File: src/rtl/seg7_scan_decoder.sv
// Purpose : rebuilds the 16-bit hex word shown on a scanned, active-low 7-segment display.
// Latency : VALID pulses about STABLE_CYCLES+3 clocks after the fourth digit's pins settle.
// Backpr. : none; a pin observer with no ready input, so every completed frame is published.
//
// Ports:
//   clk_i      system clock
//   rst_n_i    asynchronous active-low reset
//   seg_in_i   segment pins, active low (pattern = ~pins), bit6..bit0
//   comm_in_i  digit-select pins, selected digit driven low
//   value_o    last complete decoded word
//   valid_o    one-cycle strobe when value_o updates
//   lock_o     set by a complete frame, cleared by timeout
//   bad_seg_o  one-cycle strobe when a stable digit holds an undecodable pattern
//   capt_o     nibbles captured so far in the frame being assembled
module seg7_scan_decoder #(
   parameter int STABLE_CYCLES  = 64,
   parameter int TIMEOUT_CYCLES = 131072
) (
   input  logic        clk_i,
   input  logic        rst_n_i,
   input  logic [6:0]  seg_in_i,
   input  logic [3:0]  comm_in_i,
   output logic [15:0] value_o,
   output logic        valid_o,
   output logic        lock_o,
   output logic        bad_seg_o,
   output logic [3:0]  capt_o
);

   localparam int SW = $clog2(STABLE_CYCLES);
   localparam int TW = $clog2(TIMEOUT_CYCLES) + 1;

   localparam logic [SW-1:0] STAB_ACC = SW'(STABLE_CYCLES - 2);
   localparam logic [SW-1:0] STAB_MAX = SW'(STABLE_CYCLES - 1);
   localparam logic [TW-1:0] TO_FIRE  = TW'(TIMEOUT_CYCLES - 2);
   localparam logic [TW-1:0] TO_MAX   = TW'(TIMEOUT_CYCLES - 1);

   // Idle value of the synchronised pair: no digit selected.
   localparam logic [10:0] PAIR_IDLE = {4'b1111, 7'h00};

   logic [10:0]   sync1_q, sync2_q, prev_q;
   logic [SW-1:0] stab_cnt_q, stab_cnt_d;
   logic [TW-1:0] to_cnt_q, to_cnt_d;
   logic [15:0]   shadow_q, shadow_d;
   logic [15:0]   value_q, value_d;
   logic [3:0]    capt_q, capt_d;
   logic          valid_q, valid_d;
   logic          lock_q, lock_d;
   logic          bad_q, bad_d;

   logic          same;
   logic          comm_ok;
   logic [1:0]    nib_idx;
   logic [6:0]    pat;
   logic          dec_ok;
   logic [3:0]    dec_nib;
   logic          accept;
   logic [3:0]    capt_set;
   logic [15:0]   merged;

   always_ff @(posedge clk_i or negedge rst_n_i) begin
      if (!rst_n_i) begin
         sync1_q <= PAIR_IDLE;
         sync2_q <= PAIR_IDLE;
         prev_q  <= PAIR_IDLE;
      end else begin
         sync1_q <= {comm_in_i, seg_in_i};
         sync2_q <= sync1_q;
         prev_q  <= sync2_q;
      end
   end

   assign same = (sync2_q == prev_q);
   assign pat  = ~sync2_q[6:0];

   // Counter parks at its maximum while the pair holds, so a dwell accepts once.
   always_comb begin
      stab_cnt_d = stab_cnt_q;
      if (!same) begin
         stab_cnt_d = '0;
      end else if (stab_cnt_q != STAB_MAX) begin
         stab_cnt_d = stab_cnt_q + SW'(1);
      end
   end

   always_comb begin
      comm_ok = 1'b1;
      nib_idx = 2'd0;
      case (sync2_q[10:7])
         4'b1110: nib_idx = 2'd0;
         4'b1101: nib_idx = 2'd1;
         4'b1011: nib_idx = 2'd2;
         4'b0111: nib_idx = 2'd3;
         default: comm_ok = 1'b0;
      endcase
   end

   always_comb begin
      dec_ok  = 1'b1;
      dec_nib = 4'h0;
      case (pat)
         7'h3F: dec_nib = 4'h0;
         7'h30: dec_nib = 4'h1;
         7'h5B: dec_nib = 4'h2;
         7'h79: dec_nib = 4'h3;
         7'h74: dec_nib = 4'h4;
         7'h6D: dec_nib = 4'h5;
         7'h6F: dec_nib = 4'h6;
         7'h38: dec_nib = 4'h7;
         7'h7F: dec_nib = 4'h8;
         7'h7C: dec_nib = 4'h9;
         7'h7E: dec_nib = 4'hA;
         7'h67: dec_nib = 4'hB;
         7'h0F: dec_nib = 4'hC;
         7'h73: dec_nib = 4'hD;
         7'h4F: dec_nib = 4'hE;
         7'h4E: dec_nib = 4'hF;
         default: dec_ok = 1'b0;
      endcase
   end

   // Accept on the edge where the dwell count reaches STABLE_CYCLES-1.
   assign accept   = same && (stab_cnt_q == STAB_ACC) && comm_ok;
   assign capt_set = capt_q | (4'b0001 << nib_idx);

   always_comb begin
      merged                     = shadow_q;
      merged[{nib_idx, 2'b00} +: 4] = dec_nib;
   end

   always_comb begin
      shadow_d = shadow_q;
      capt_d   = capt_q;
      value_d  = value_q;
      valid_d  = 1'b0;
      lock_d   = lock_q;
      bad_d    = 1'b0;
      to_cnt_d = to_cnt_q;
      if (accept) begin
         to_cnt_d = '0;
         if (dec_ok) begin
            shadow_d = merged;
            if (capt_set == 4'b1111) begin
               value_d = merged;
               valid_d = 1'b1;
               capt_d  = 4'b0000;
               lock_d  = 1'b1;
            end else begin
               capt_d = capt_set;
            end
         end else begin
            bad_d  = 1'b1;
            capt_d = capt_q & ~(4'b0001 << nib_idx);
         end
      end else if (to_cnt_q != TO_MAX) begin
         to_cnt_d = to_cnt_q + TW'(1);
         // Abandon the partial frame once, when the count first reaches its limit.
         if (to_cnt_q == TO_FIRE) begin
            capt_d = 4'b0000;
            lock_d = 1'b0;
         end
      end
   end

   always_ff @(posedge clk_i or negedge rst_n_i) begin
      if (!rst_n_i) begin
         stab_cnt_q <= '0;
         to_cnt_q   <= '0;
         shadow_q   <= 16'h0000;
         value_q    <= 16'h0000;
         capt_q     <= 4'b0000;
         valid_q    <= 1'b0;
         lock_q     <= 1'b0;
         bad_q      <= 1'b0;
      end else begin
         stab_cnt_q <= stab_cnt_d;
         to_cnt_q   <= to_cnt_d;
         shadow_q   <= shadow_d;
         value_q    <= value_d;
         capt_q     <= capt_d;
         valid_q    <= valid_d;
         lock_q     <= lock_d;
         bad_q      <= bad_d;
      end
   end

   assign value_o   = value_q;
   assign valid_o   = valid_q;
   assign lock_o    = lock_q;
   assign bad_seg_o = bad_q;
   assign capt_o    = capt_q;

endmodule
File: config.mk
export PLATFORM = sky130hd
export DESIGN_NAME = seg7_scan_decoder
export DESIGN_NICKNAME = d
export VERILOG_FILES = /design/src/rtl/seg7_scan_decoder.sv
export SDC_FILE = /design/constraint.sdc
export NUM_CORES = 1
export LEC_CHECK = 0
export ABC_AREA = 1
export BUFFER_PORTS_ARGS = -buffer_cell sky130_fd_sc_hd__buf_2
export CELL_PAD_IN_SITES_DETAIL_PLACEMENT = 1
export CELL_PAD_IN_SITES_GLOBAL_PLACEMENT = 1
export CORE_MARGIN = 1
export CORE_UTILIZATION = 49
export DETAILED_ROUTE_END_ITERATION = 7
export HOLD_SLACK_MARGIN = 0.03
export PLACE_DENSITY_LB_ADDON = 0.1
export SETUP_SLACK_MARGIN = 0.4
export SYNTH_ARGS = -nofsm -noshare
export SYNTH_HDL_FRONTEND = slang
export SYNTH_SLANG_ARGS = --single-unit
File: constraint.sdc
create_clock -name clk_i -period 4.3 [get_ports clk_i]
set_input_delay 0.645 -clock clk_i [delete_from_list [all_inputs] [get_ports clk_i]]
set_output_delay 0.645 -clock clk_i [all_outputs]
set_load 0.05 [all_outputs]
Word-level counts from Yosys, hierarchy flattened. Index checks and enable logic that the tools add are counted.

Shifts and indexed selects: 3. Reductions and logical operators: 10. Bitwise logic cells: 4. Equality and inequality tests: 29. Muxes and demuxes: 24. Magnitude comparators: 0. $add $sub $neg: 3. Divide/modulo/power cells: 0. Multipliers: 0.

Operator list (number): 7-bit == test (second input constant) (12); 4-bit one-hot mux with 15 select lines (1); 18-bit two-way mux (2); 7-bit by 6-bit == test with 1-bit output (second input constant) (3); 4-bit two-way mux (5); 18-bit by 1-bit adder with 18-bit output (second input constant) (1); 18-bit by 17-bit == test with 1-bit output (second input constant) (1); 18-bit by 17-bit inequality test with 1-bit output (second input constant) (1); 16-bit bitwise mux (1); 4-bit == test (second input constant) (4); 16-bit OR reduction (1); 4-bit by 6-bit variable shift with 16-bit output (first input constant) (1); 4-bit by 6-bit variable part select with 16-bit output (1); 1-bit two-way mux (12); 6-bit two-way mux (2); 11-bit == test (1); 7-bit by 4-bit == test with 1-bit output (second input constant) (1); 7-bit inverter (1); 6-bit by 1-bit adder with 6-bit output (second input constant) (1); 6-bit == test (second input constant) (1); 6-bit inequality test (second input constant) (1); 4-bit negator with 6-bit output (1); 2-bit one-hot mux with 3 select lines (1); 4-bit AND (1); other kinds (12) (16).

Register bits after elaboration: 96. Word-level logic and storage cells: 84. Memories: 0. Memory bits (read-only): 0. RAM bits: 0. Bits in latches: 0. Output and inout bits: 23.

Logic depth before layout (Yosys ltp).
Word-level depth: 8. Depth in mapped cells: 14.

Worst setup path before layout. OpenSTA, ideal clock, no wires.

Kind: reg2reg. Start point: register sync2_q[10]. End point: register value_q[10] (netlist: value_o[10]). Setup slack: 1.887 ns. Clock period less this slack: 2.413 ns. Stages on the path, launching flop included: 13. Path buffers: 1. Data required time: 4.235 ns. Arrival time: 2.347 ns. Setup time: 0.065 ns. Path through: dfstp_2 -> nor3_1 -> nor2_1 -> clkinv_1 -> ha_1 -> nor2_1 -> nor2_1 -> nand2_1 -> inv_1 -> nand3_4 -> buf_2 -> nand2_1 -> nand2_2.

Longest elaborated chain between the ends: 6. Elaborated cells between the ends (all ways): 18. Classes of those cells: add/sub: 1; eq/ne: 6; shift: 3; mux: 3; bitwise: 1; reduce/logical: 4.

Ends and longest elaborated chain: start: declaration (RTL line 41) `logic [10:0] sync1_q, sync2_q, prev_q;`; start signal: assignment (RTL line 68) `sync2_q <= sync1_q;`; parallel branches: the longest is 6 deep, another holds 4-bit negator with 6-bit output; end signal: assignment (RTL line 179) `value_q <= value_d;`; end: declaration (RTL line 45) `logic [15:0] value_q, value_d;`.

Several ways; the timed one is not identified. A chain may end at the register's enable or synchronous reset.

Final worst setup path.
Start point: register sync2_q[10]. End point: register capt_q[1] (netlist: capt_o[1]).

Longest elaborated chain between the ends: 8. Elaborated cells between the ends (all ways): 21. Classes of those cells: eq/ne: 6; shift: 1; mux: 5; bitwise: 3; reduce/logical: 6.

Ends and longest elaborated chain: 4-bit by 3-bit == test with 1-bit output / 4-bit == test (equally long branches) (RTL line 89) `case (sync2_q[10:7])`; 2-bit one-hot mux with 3 select lines (RTL line 89); 1-bit by 2-bit left shift with 4-bit output (RTL line 124, 153); 4-bit OR (RTL line 124) `assign capt_set = capt_q | (4'b0001 << nib_idx);`; 4-bit == test (RTL line 143) `if (capt_set == 4'b1111) begin`; 4-bit two-way mux (RTL line 143); 4-bit two-way mux (RTL line 141) `if (dec_ok) begin`; 4-bit two-way mux (RTL line 139) `if (accept) begin`; end signal: assignment (RTL line 180) `capt_q <= capt_d;`; end: declaration (RTL line 46) `logic [3:0] capt_q, capt_d;`.

Parallel ways exist; a longest one is shown, timed or not.

==> flow_summary_export.csv <==
group,metric,value,unit
die,rows,36,
yosys,ys_ff_latch,96,
global_routing,grt_pass1_vias,4266,
routing,num_vias,3985,
setup_path,arrival,3080,ps
timing,fmax,0.3617,GHz
clocking,cts_buffer_depth,2,
clocking,cts_hold_buf,0,
cells_and_area,diodes,0,
routing,firstDrtPassIters,6,
clocking,cts_resized,0,
yosys,synth-edff-count,0,
yosys,synth_area,4900,sq um
routing,drc,1,
die,chipWidth,102.0,um
die,start_util,50.36,%
clocking,htree_levels,3,
routing,wl,11510,um
cells_and_area,nNetsFinal,677,
die,core,9729,sq um
min_path,hp-class,"flop to flop",
yosys,yosysMostFrequentCell,"nand2_1",
setup_path,worstPathMaxFanout,12,
timing,worst_pin_slew,1017,ps
yosys,async_flop_share,100.0,%
die,die_y,102.0,um
clocking,clock_sinks,96,
yosys,netlist_top_cells_area,"dfrtp_1 43%, nand2_1 17%, dfstp_2 6.4%",
timing,finalCriticalPeriod,2765,ps
setup_path,crit_type,"flop to flop",
placement,dp_hpwl,8476,um
placement,place.gp.congestion,0.8550,
yosys,syn_inst,613,
die,dieArea,10400,sq um
status,violations,"design-rule violations",
timing,finalHoldViolCount,0,
clocking,cts_buffers,9,
timing,post-route-period-util,64.30,%
yosys,ys_warn_count,0,
cells_and_area,final_layout_size_suffix_gt1_share,17.17,%
status,outcome,"finished, violations left",
global_routing,grt_remaining_overflow,0,
setup_path,required,4620,ps
global_routing,grt_pass1_wl,19880,um
timing,grt_setup_unrepaired,"false",
global_routing,busiest_layer,"met2",
power_and_ir_drop,p_per_area,339.6,nW/um^2
power_and_ir_drop,peakVddDrop,0.0002315,V
clocking,tritoncts,"done",
global_routing,grtUsageMet2,44.30,%
routing,drt_iter0_markers,86,
cells_and_area,syn_to_final_growth,11.72,%
job,drv_cap,0,
timing,slew_viol_final,0,
cells_and_area,final_util,56.26,%
clocking,root_buffer,"clkbuf_8",
timing,clock_skew,10.15,ps
global_routing,grtUsageMet1,30.15,%
clocking,cts_setup_buffers,0,
global_routing,antenna_found_initial,0,
clocking,path_clk_slew,100,ps
setup_path,cp-end-kind,"flop",
global_routing,grt_use_total,24.86,%
clocking,clock_latency,370,ps
setup_path,critPathLaunchType,"flop",
power_and_ir_drop,leakagePower,2.996,nW
timing,fin_tns_setup,0,ps
yosys,synth_common_cells,"228 x nand2_1, 84 x dfrtp_1, 72 x nor2_1",
yosys,syn-num-nets,637,
die,io_pins,36,
global_routing,grt_use_met3,2.804,%
global_routing,grt_max_degree,82,
routing,drtAntennaViolNets,0,
yosys,synth_top_area_cell,"dfrtp_1",
yosys,yosysSeqAreaShare,49.34,%
yosys,yosys.area.top_type_share,42.90,%
yosys,avgSynthCellArea,7.993,sq um
routing,wire_per_inst,14.55,um
timing,setup_viol_count_final,0,
routing,routed_via_density,5.038,
timing,slew_headroom,32.20,%
placement,io_buffer_count,35,
yosys,ys.flop_type,"dfrtp_1",
yosys,ys_types,36,
path summary, 6_finish.rpt:
kind                                        from                       to  slack (ps)  depth (start not counted)
min reg2reg                sync1_q[10]$_DFF_PN1_    sync2_q[10]$_DFF_PN1_         350                          0
max                        sync2_q[10]$_DFF_PN1_    capt_o[1]$_DFFE_PN0P_        1530                         11
min in group asynchronous                rst_n_i  to_cnt_q[3]$_DFFE_PN0P_         440                          1
min                        sync1_q[10]$_DFF_PN1_    sync2_q[10]$_DFF_PN1_         350                          0
max in group asynchronous                rst_n_i  value_o[10]$_DFFE_PN0P_        3020                          2
max reg2reg                sync2_q[10]$_DFF_PN1_    capt_o[1]$_DFFE_PN0P_        1530                         11
per-stage QoR:
| step | setup slack [ps] | hold slack (ps) | power [mW] | instance area [sq um] | instances |
|---|---|---|---|---|---|
| after floorplan | 1887 | 331.2 | 1.009 | 4900 | 613 |
| after global placement | 1731 | 331.7 | 1.048 | 5191 | 775 |
| after detailed placement | 1613 | 338.9 | 1.054 | 5191 | 775 |
| after CTS | 1540 | 353.9 | 1.876 | 5474 | 791 |
| after global routing | 1299 | 353.5 | 1.923 | 5474 | 791 |
| final | 1535 | 351.1 | 1.859 | 5474 | 791 |
report_power, final:
part / internal (mW) / total, mW / switching, mW
logic: 0.0274 / 0.0990 / 0.0715
clock network: 0.503 / 0.823 / 0.320
registers: 0.922 / 0.936 / 0.0139
final cells by class:
class,instances,area [sq um]
Inverter,65,246.5
Fill cell,1255,4255
Tap cell,133,166.4
Clock inverter,6,155.1
Timing Repair Buffer,36,185.2
Clock buffer,10,127.6
Sequential cell,96,2417
Multi-Input combinational cell,445,2176
cells by family (layout without fill, tap and decap cells):
| logic type | count (synthesis) | after routing | share of synthesized area, % |
|---|---|---|---|
| buffers and inverters | 72 | 117 | 6.256 |
| xor gates and xnor gates | 17 | 17 | 3.039 |
| adders and majority gates | 11 | 11 | 2.809 |
| and+or+nand+nor | 385 | 385 | 35.19 |
| AOI/OAI and AO/OA | 32 | 32 | 3.371 |
| DFF | 96 | 96 | 49.34 |
cell usage in the layout (no fill, tap or decap):
master and count:
nand3b_1 2, nor2_8 2, nand3_2 1, dfrtp_1 84, buf_4 2, ha_1 11, nand3_1 27, a31oi_1 2
nand3b_4 1, nor3_2 2, o21bai_1 1, nand2_4 1, inv_2 11, nand3_4 2, a21oi_1 14, xnor2_1 11
bufinv_16 5, nor3_1 5, nor2_2 6, o21ai_1 1, xor2_1 6, o21ai_0 14, nand2_2 20, dfstp_2 12
inv_1 50, inv_4 1, nor2_1 72, nand2_1 228, clkinv_1 3, nor4_1 1, buf_2 34, clkbuf_8 9
clkinv_2 1, clkbuf_1 1, nor2_4 2, nand4_1 12, nand2_8 1
flip-flops by register name (all words and copies together), names as in the netlist:
| name | cells |
|---|---|
| capt_o | 4 |
| lock_o | 1 |
| valid_o | 1 |
| bad_seg_o | 1 |
| value_o | 16 |
| sync2_q | 11 |
| shadow_q | 16 |
| to_cnt_q | 18 |
| stab_cnt_q | 6 |
| sync1_q | 11 |
| prev_q | 11 |
per-layer routing:
| metal | up-vias | routed length (um) |
|---|---|---|
| met4 | 0 | 264 |
| met2 | 48 | 5939 |
| met3 | 23 | 204 |
| met1 | 1943 | 5100 |
| met5 | - | 0 |
| li1 | 1971 | - |
worst max-delay path: stages (launching register included):
cell and delay (ps):
dfstp_2 590, nor3_1 70, nor2_1 330, clkinv_1 410, ha_1 330, nor2_1 130, nor2_1 60, nand2_1 170
inv_1 150, o21ai_0 250, nand3_1 130, nand2_1 80
Note: power is estimated with default switching activity, not from simulation.
